<file path="config.mk">
export PLATFORM = sky130hd
export DESIGN_NAME = regfile_read_arbiter
export DESIGN_NICKNAME = d
export VERILOG_FILES = /design/src/rtl/regfile_read_arbiter.sv
export SDC_FILE = /design/constraint.sdc
export NUM_CORES = 1
export LEC_CHECK = 0
export CAP_MARGIN = 30
export CORE_ASPECT_RATIO = 2
export CORE_MARGIN = 2
export CORE_UTILIZATION = 25
export CTS_BUF_LIST = sky130_fd_sc_hd__clkbuf_4 sky130_fd_sc_hd__clkbuf_8
export DETAILED_ROUTE_END_ITERATION = 12
export PLACE_DENSITY = 0.49
export SLEW_MARGIN = 20
export SYNTH_ARGS = -nofsm -noshare
export SYNTH_HDL_FRONTEND = slang
export SYNTH_SLANG_ARGS = --single-unit
</file>
<file path="constraint.sdc">
create_clock -name CLK -period 2.8 [get_ports CLK]
set_input_delay 0.84 -clock CLK [delete_from_list [all_inputs] [get_ports CLK]]
set_output_delay 0.84 -clock CLK [all_outputs]
set_load 0.05 [all_outputs]
</file>
<file path="src/rtl/regfile_read_arbiter.sv">
// Arbitrates the register file's single read port between CPU reads and a per-frame
// snapshot scanner that fills a display shadow buffer. Optional macro: SNAP_DOUBLE_BUFFER_EN.
module regfile_read_arbiter #(
  parameter int ADDR_W     = 3,
  parameter int DATA_W     = 16,
  parameter int STARVE_MAX = 4
) (
  input  logic              CLK,
  input  logic              RST,
  input  logic              frame_start,
  input  logic              cpu_rd_req,
  input  logic [ADDR_W-1:0] cpu_rd_addr,
  output logic              cpu_rd_gnt,
  output logic              cpu_rd_valid,
  output logic [DATA_W-1:0] cpu_rd_data,
  output logic              rf_rd_en,
  output logic [ADDR_W-1:0] rf_rd_addr,
  input  logic [DATA_W-1:0] rf_rd_data,
  input  logic [ADDR_W-1:0] disp_sel,
  output logic [DATA_W-1:0] disp_data,
  output logic              snap_busy,
  output logic              snap_done,
  output logic              snap_miss,
  output logic [1:0]        o_dbg_state
);

  localparam int NREG = 2 ** ADDR_W;
  localparam logic [ADDR_W:0] LAST_IDX   = (ADDR_W + 1)'(NREG - 1);
  localparam logic [3:0]      STARVE_LIM = 4'(STARVE_MAX);

  typedef enum logic [1:0] {
    S_IDLE  = 2'd0,
    S_SCAN  = 2'd1,
    S_DRAIN = 2'd2
  } state_t;

  // Handshake: cpu_rd_req is held with its address until cpu_rd_gnt is seen high in
  // the same cycle; the datum follows on cpu_rd_valid exactly one cycle after the grant.

  state_t              r_state;
  state_t              w_next_state;
  logic [ADDR_W:0]     r_idx;
  logic [ADDR_W:0]     w_next_idx;
  logic [3:0]          r_starve;
  logic [3:0]          w_next_starve;
  logic                r_cpu_valid;
  logic                r_wr_pend;
  logic [ADDR_W-1:0]   r_wr_idx;
  logic                w_cpu_gnt;
  logic                w_scan_gnt;
  logic                w_snap_miss;

  always_comb begin
    w_next_state  = r_state;
    w_next_idx    = r_idx;
    w_next_starve = r_starve;
    w_cpu_gnt     = 1'b0;
    w_scan_gnt    = 1'b0;
    w_snap_miss   = 1'b0;
    case (r_state)
      S_IDLE: begin
        w_cpu_gnt = cpu_rd_req;
        if (frame_start) begin
          w_next_state  = S_SCAN;
          w_next_idx    = '0;
          w_next_starve = '0;
        end
      end
      S_SCAN: begin
        w_snap_miss = frame_start;
        // The CPU keeps priority until the scanner has lost STARVE_MAX times in a row.
        if (cpu_rd_req && (r_starve < STARVE_LIM)) begin
          w_cpu_gnt     = 1'b1;
          w_next_starve = r_starve + 4'd1;
        end else begin
          w_scan_gnt    = 1'b1;
          w_next_idx    = r_idx + 1'b1;
          w_next_starve = '0;
          if (r_idx == LAST_IDX) begin
            w_next_state = S_DRAIN;
          end
        end
      end
      S_DRAIN: begin
        w_cpu_gnt    = cpu_rd_req;
        w_snap_miss  = frame_start;
        w_next_state = S_IDLE;
      end
      default: begin
        w_next_state = S_IDLE;
      end
    endcase
  end

  always_ff @(posedge CLK) begin
    if (RST) begin
      r_state     <= S_IDLE;
      r_idx       <= '0;
      r_starve    <= '0;
      r_cpu_valid <= 1'b0;
      r_wr_pend   <= 1'b0;
      r_wr_idx    <= '0;
    end else begin
      r_state     <= w_next_state;
      r_idx       <= w_next_idx;
      r_starve    <= w_next_starve;
      r_cpu_valid <= w_cpu_gnt;
      r_wr_pend   <= w_scan_gnt;
      r_wr_idx    <= r_idx[ADDR_W-1:0];
    end
  end

  assign cpu_rd_gnt   = w_cpu_gnt;
  assign cpu_rd_valid = r_cpu_valid;
  assign cpu_rd_data  = r_cpu_valid ? rf_rd_data : '0;
  assign rf_rd_en     = w_cpu_gnt | w_scan_gnt;
  assign rf_rd_addr   = w_cpu_gnt  ? cpu_rd_addr :
                        w_scan_gnt ? r_idx[ADDR_W-1:0] : '0;
  assign snap_busy    = (r_state == S_SCAN) || (r_state == S_DRAIN);
  assign snap_done    = (r_state == S_DRAIN);
  assign snap_miss    = w_snap_miss;
  assign o_dbg_state  = r_state;

`ifdef SNAP_DOUBLE_BUFFER_EN
  // Scanner fills the back bank; banks swap at the edge ending the DRAIN cycle,
  // which is the same edge that lands the final datum.
  logic [DATA_W-1:0] r_bank [2][NREG];
  logic              r_front;

  always_ff @(posedge CLK) begin
    if (RST) begin
      r_front <= 1'b0;
      for (int b = 0; b < 2; b++) begin
        for (int i = 0; i < NREG; i++) begin
          r_bank[b][i] <= '0;
        end
      end
    end else begin
      if (r_wr_pend) begin
        r_bank[~r_front][r_wr_idx] <= rf_rd_data;
      end
      if (r_state == S_DRAIN) begin
        r_front <= ~r_front;
      end
    end
  end

  assign disp_data = r_bank[r_front][disp_sel];
`else
  logic [DATA_W-1:0] r_shadow [NREG];

  always_ff @(posedge CLK) begin
    if (RST) begin
      for (int i = 0; i < NREG; i++) begin
        r_shadow[i] <= '0;
      end
    end else if (r_wr_pend) begin
      r_shadow[r_wr_idx] <= rf_rd_data;
    end
  end

  assign disp_data = r_shadow[disp_sel];
`endif

endmodule

</file>
# After elaboration in Yosys (flattened, before gate mapping)
# Memory sizes are Yosys's and may differ from the RTL's.
# Index checks and enable logic that the tools add are counted.
[classes] n_mul=0 eq_ne=6 n_mux=25 magnitude_cmp=1 n_shift=0 n_reduce_logical=10 n_bitwise=1 div_mod_pow=0 addsub=2
[op_table] cell="$mux W16" n=2
[op_table] cell="$pmux W4 S2" n=2
[op_table] cell="$reduce_or A16 Y1" n=1
[op_table] cell="$mux W4" n=3
[op_table] cell="$mux W1" n=10
[op_table] cell="$mux W3" n=3
[op_table] cell="$add A4 B1 Y4 const B" n=2
[op_table] cell="$mux W2" n=3
[op_table] cell="$ne A2 B2 Y1 const B" n=3
[op_table] cell="$reduce_and A3 Y1" n=2
[op_table] cell="$eq A4 B3 Y1 const B" n=1
[op_table] cell="$lt A4 B3 Y1 const B" n=1
[op_table] cell="$pmux W2 S2" n=1
[op_table] cell="$reduce_or A2 Y1" n=2
[op_table] cell="$eq A2 B1 Y1 const B" n=1
[op_table] cell="$eq A2 B2 Y1 const B" n=1
[op_table] cell="$logic_not A2 Y1" n=1
[op_table] cell="$pmux W1 S2" n=1
[op_table] cell="$reduce_and A2 Y1" n=1
[op_table] cell="$reduce_bool A2 Y1" n=1
[op_table] cell="$logic_and A1 B1 Y1" n=1
[op_table] cell="$logic_or A1 B1 Y1" n=1
[op_table] cell="$or A1 B1 Y1" n=1
[word_totals] wordCells=52 latch_bits=0 in_bits=26 mem_count=1 output_inout_bits=43 ram_bits=128 mem_bits_ro=0 register_bits=15
[memory_table] name="r_shadow" words=8 width=16 read_ports=1 rd_ports_with_merged_regs=0 write_ports=8 line="150" rtl="logic [DATA_W-1:0] r_shadow [NREG];"

# Longest topological paths before layout
[depth] ltp_word=6 depth_mapped=6 mapped_depth_nobuf=5

# Least setup slack after synthesis
# No wires, ideal clock.
[synth_path] path_kind="register to output" startpoint="register r_state[1], in the netlist o_dbg_state[1]" endpoint="output rf_rd_addr[0]" n_path_buf=0 path_stages_with_launch=4 t_required_ps=1960 arrival_ps=2418 slack_ps=-458 path_cell_list="dfxtp_1 > ha_1 > o311a_1 > mux2_2"
[synth_via] elab_chain_len=4
[synth_rtl] element="from (decl)" line="40" rtl="state_t r_state;"
[synth_rtl] element="from (signal assigned)" line="104" rtl="r_state <= w_next_state;"
[synth_rtl] element="$eq A2 B2 Y1"
[synth_rtl] element="via snap_done" line="22" rtl="output logic snap_done,"
[synth_rtl] element="$reduce_or A2 Y1 (no line)"
[synth_rtl] element="$pmux W1 S2" line="60" rtl="case (r_state)"
[synth_rtl] element="via cpu_rd_gnt" line="13" rtl="output logic cpu_rd_gnt,"
[synth_rtl] element="$mux W3" line="117" rtl="assign rf_rd_addr = w_cpu_gnt ? cpu_rd_addr :"
[synth_rtl] element="to (decl)" line="17" rtl="output logic [ADDR_W-1:0] rf_rd_addr,"
# The timed path passes the listed nets, and every way through them passes these cells.

# Worst setup path in the final report
[layout_path] startpoint="input disp_sel[0]" endpoint="output disp_data[7]"
[layout_via] elab_chain_len=1
[layout_rtl] element="from (decl)" line="19" rtl="input logic [ADDR_W-1:0] disp_sel,"
[layout_rtl] element="$mem_v2 Z8 W16"
[layout_rtl] element="to (decl)" line="20" rtl="output logic [DATA_W-1:0] disp_data,"
# No other way between the ends.

==> results.cfg <==
[synth]
yosysSeqAreaShare_pct = 60.7
synthCells = 445
yosys-top-cells-count = 146 x and2_1, 128 x edfxtp_1, 25 x mux4_1, 19 x mux2_2, 15 x dfxtp_1
postSynthAreaPerCell_um2 = 15.3
synthTopCellsByArea = edfxtp_1 56%, and2_1 13%, mux4_1 9.6%
synth_top_cell_by_area = edfxtp_1
netlist_area_um2 = 6820
async_flop_share_pct = 0
yosys.area.top_type_share_pct = 56.3
ys_ff_latch = 143
ys.flop_type = edfxtp_1
yosysUniqueCellTypes = 45
yosysMostFrequentCell = and2_1
synth_edf_count = 128
ys.warnings.count = 0
synth_nets = 478

[critical_path]
worstReg2RegStart = o_dbg_state[1]$_SDFFE_PP0P_
crit_path_start_kind = input port
worst-path-max-fanout = 5
reg2regPathDepth = 8
crit_path_end_kind = output port
worstPathArrival_ns = 2.16
crit_start = disp_sel[0]
timing_worst_setup_path_type = input port to output port
critical_path_required_ns = 1.96

[cts]
clk_pin_slew_ns = 0.08
cts_max_level = 4
clockBufferDepth = 2
cts_hold_buf = 0
clock_latency_ns = 0.44
cts_tree = yes
cts_made_buffers = 17
clock_sinks = 143
cts-root-buf = clkbuf_8

[die]
core_area_um2 = 26900
die_w_um = 121
rows = 85
dieArea_um2 = 28700
die_h_um = 238
start_util_pct = 25.4
ios = 69

[route]
post-route-drc-count = 0
drt_iter0_markers = 246
dr.pass1.iters = 4
via_per_inst = 4.43
drt-total-wl_mm = 18.8
vias = 4149
drtAntennaViolNets = 0
wl_per_cell_um = 20.1

[layout]
finalInstanceArea_um2 = 9270
final_util_pct = 34.5
n_antenna_cell = 0
drive_gt1_share_pct = 35.5
fin_nets = 609
area_delta_synth_final_pct = 35.9

[sta]
setup_viol = 18
skew_ns = 0.00974
rsz0062_at_grt = true
fmax_mhz = 333
tightest_slew_ns = 0.812
maxSlewHeadroom_pct = 45.7
setup_tns_ns = -2.25
setup_slack_ns = -0.200
drv_slew = 0
timing.final.crit_share_pct = 107
min_period_ns = 3.00
finalHoldViolCount = 0

[global_route]
grt_usage_pct = 13.8
grt_max_degree = 17
grt_pass1_wl_mm = 28.3
antenna_found_initial = 0
grt_pass1_vias = 4518
overflow = 0

[outcome]
status = finished, violations left
violations = setup timing

[place]
post_dp_cell_area_um2 = 8490
port_buffers = 68
place_congestion = 0.754
hpwl_mm = 12.3

[power_and_ir_drop]
leakagePower_nw = 3.56
power_mw = 5.58
ir_worst_vdd_mv = 0.423
power.density_nw_per_um2 = 602

[min_path]
hold_path_class = register to register
hold_start = r_starve[1]$_SDFFE_PP0P_
holdPathStages = 2

[run]
drv_cap = 0
-- per-layer routing --
layer,track usage [%],wire length (µm)
met1,15.6,7390
met2,24.7,10200
met3,2.90,708
met4,5.60,585
met5,0,0
-- cells in the final DEF, fill, tap and decap left out, types with 5 or more instances in the layout --
| master | instances |
|---|---|
| edfxtp_1 | 128 |
| buf_12 | 31 |
| buf_4 | 53 |
| nor3_1 | 5 |
| buf_8 | 7 |
| o21ai_1 | 6 |
| clkdlybuf4s50_1 | 24 |
| clkbuf_8 | 17 |
| buf_6 | 15 |
| dfxtp_1 | 13 |
| nand2_1 | 5 |
| mux4_2 | 28 |
| and2_1 | 146 |
| mux2_4 | 17 |
-- state kept, by name, summed over array words and instances (netlist names) --
signal / cells
o_dbg_state: 2
r_wr_idx: 3
r_shadow: 128
r_starve: 4
cpu_rd_valid: 1
r_idx: 4
r_wr_pend: 1
-- layout make-up --
| class | count | area [µm²] |
|---|---|---|
| Clock inverter | 13 | 190 |
| Fill cell | 2598 | 17600 |
| Multi-Input combinational cell | 273 | 2560 |
| Timing Repair Buffer | 137 | 1670 |
| Tap cell | 348 | 435 |
| Clock buffer | 18 | 241 |
| Sequential cell | 143 | 4150 |
| Inverter | 4 | 17.5 |
-- per-stage QoR --
| step | setup WS, ns | std cells | hold WS (ns) |
|---|---|---|---|
| 2_1_floorplan | -0.174 | 445 | 0.483 |
| 3_3_place_gp | -0.458 | 896 | 0.502 |
| 6_report | -0.200 | 936 | 0.542 |
| 4_1_cts | -0.214 | 934 | 0.546 |
| 5_1_grt | -0.226 | 936 | 0.582 |
| 3_5_place_dp | -0.464 | 896 | 0.510 |
-- worst paths after layout --
kind | end | slack (ns)
setup / recovery | disp_data[7] | -0.20
setup reg to reg | r_idx[3]$_SDFFE_PP0P_ | 1.00
hold / removal | r_starve[1]$_SDFFE_PP0P_ | 0.54
hold reg to reg | r_starve[1]$_SDFFE_PP0P_ | 0.54
-- power by group --
part / internal [mW] / switching [mW]
combinational: 0.605 / 0.725
clock: 0.980 / 0.808
sequential: 2.42 / 0.0498
-- kinds of logic after synthesis --
family,synth area share (%)
muxes,15.7
DFF,60.7
AOI/OAI and AO/OA,1.67
xor gates and xnor gates,0.128
buffers and inverters,2.60
and+or+nand+nor,17.9
adders and majority gates,1.28
-- repair_timing --
item | CTS | global route
pin swaps | 5 | 1
buffers inserted | 3 | 2
gates cloned | 4 | 0
gates resized for setup | 69 | 5
setup endpoints to repair | 23 | 20
-- critical path, cell delays in order --
cell	delay (ns)
buf_12	0.12
buf_12	0.15
buf_12	0.11
mux4_2	0.48
mux2_4	0.29
buf_6	0.15
Note: power is estimated with default switching activity, not from simulation.
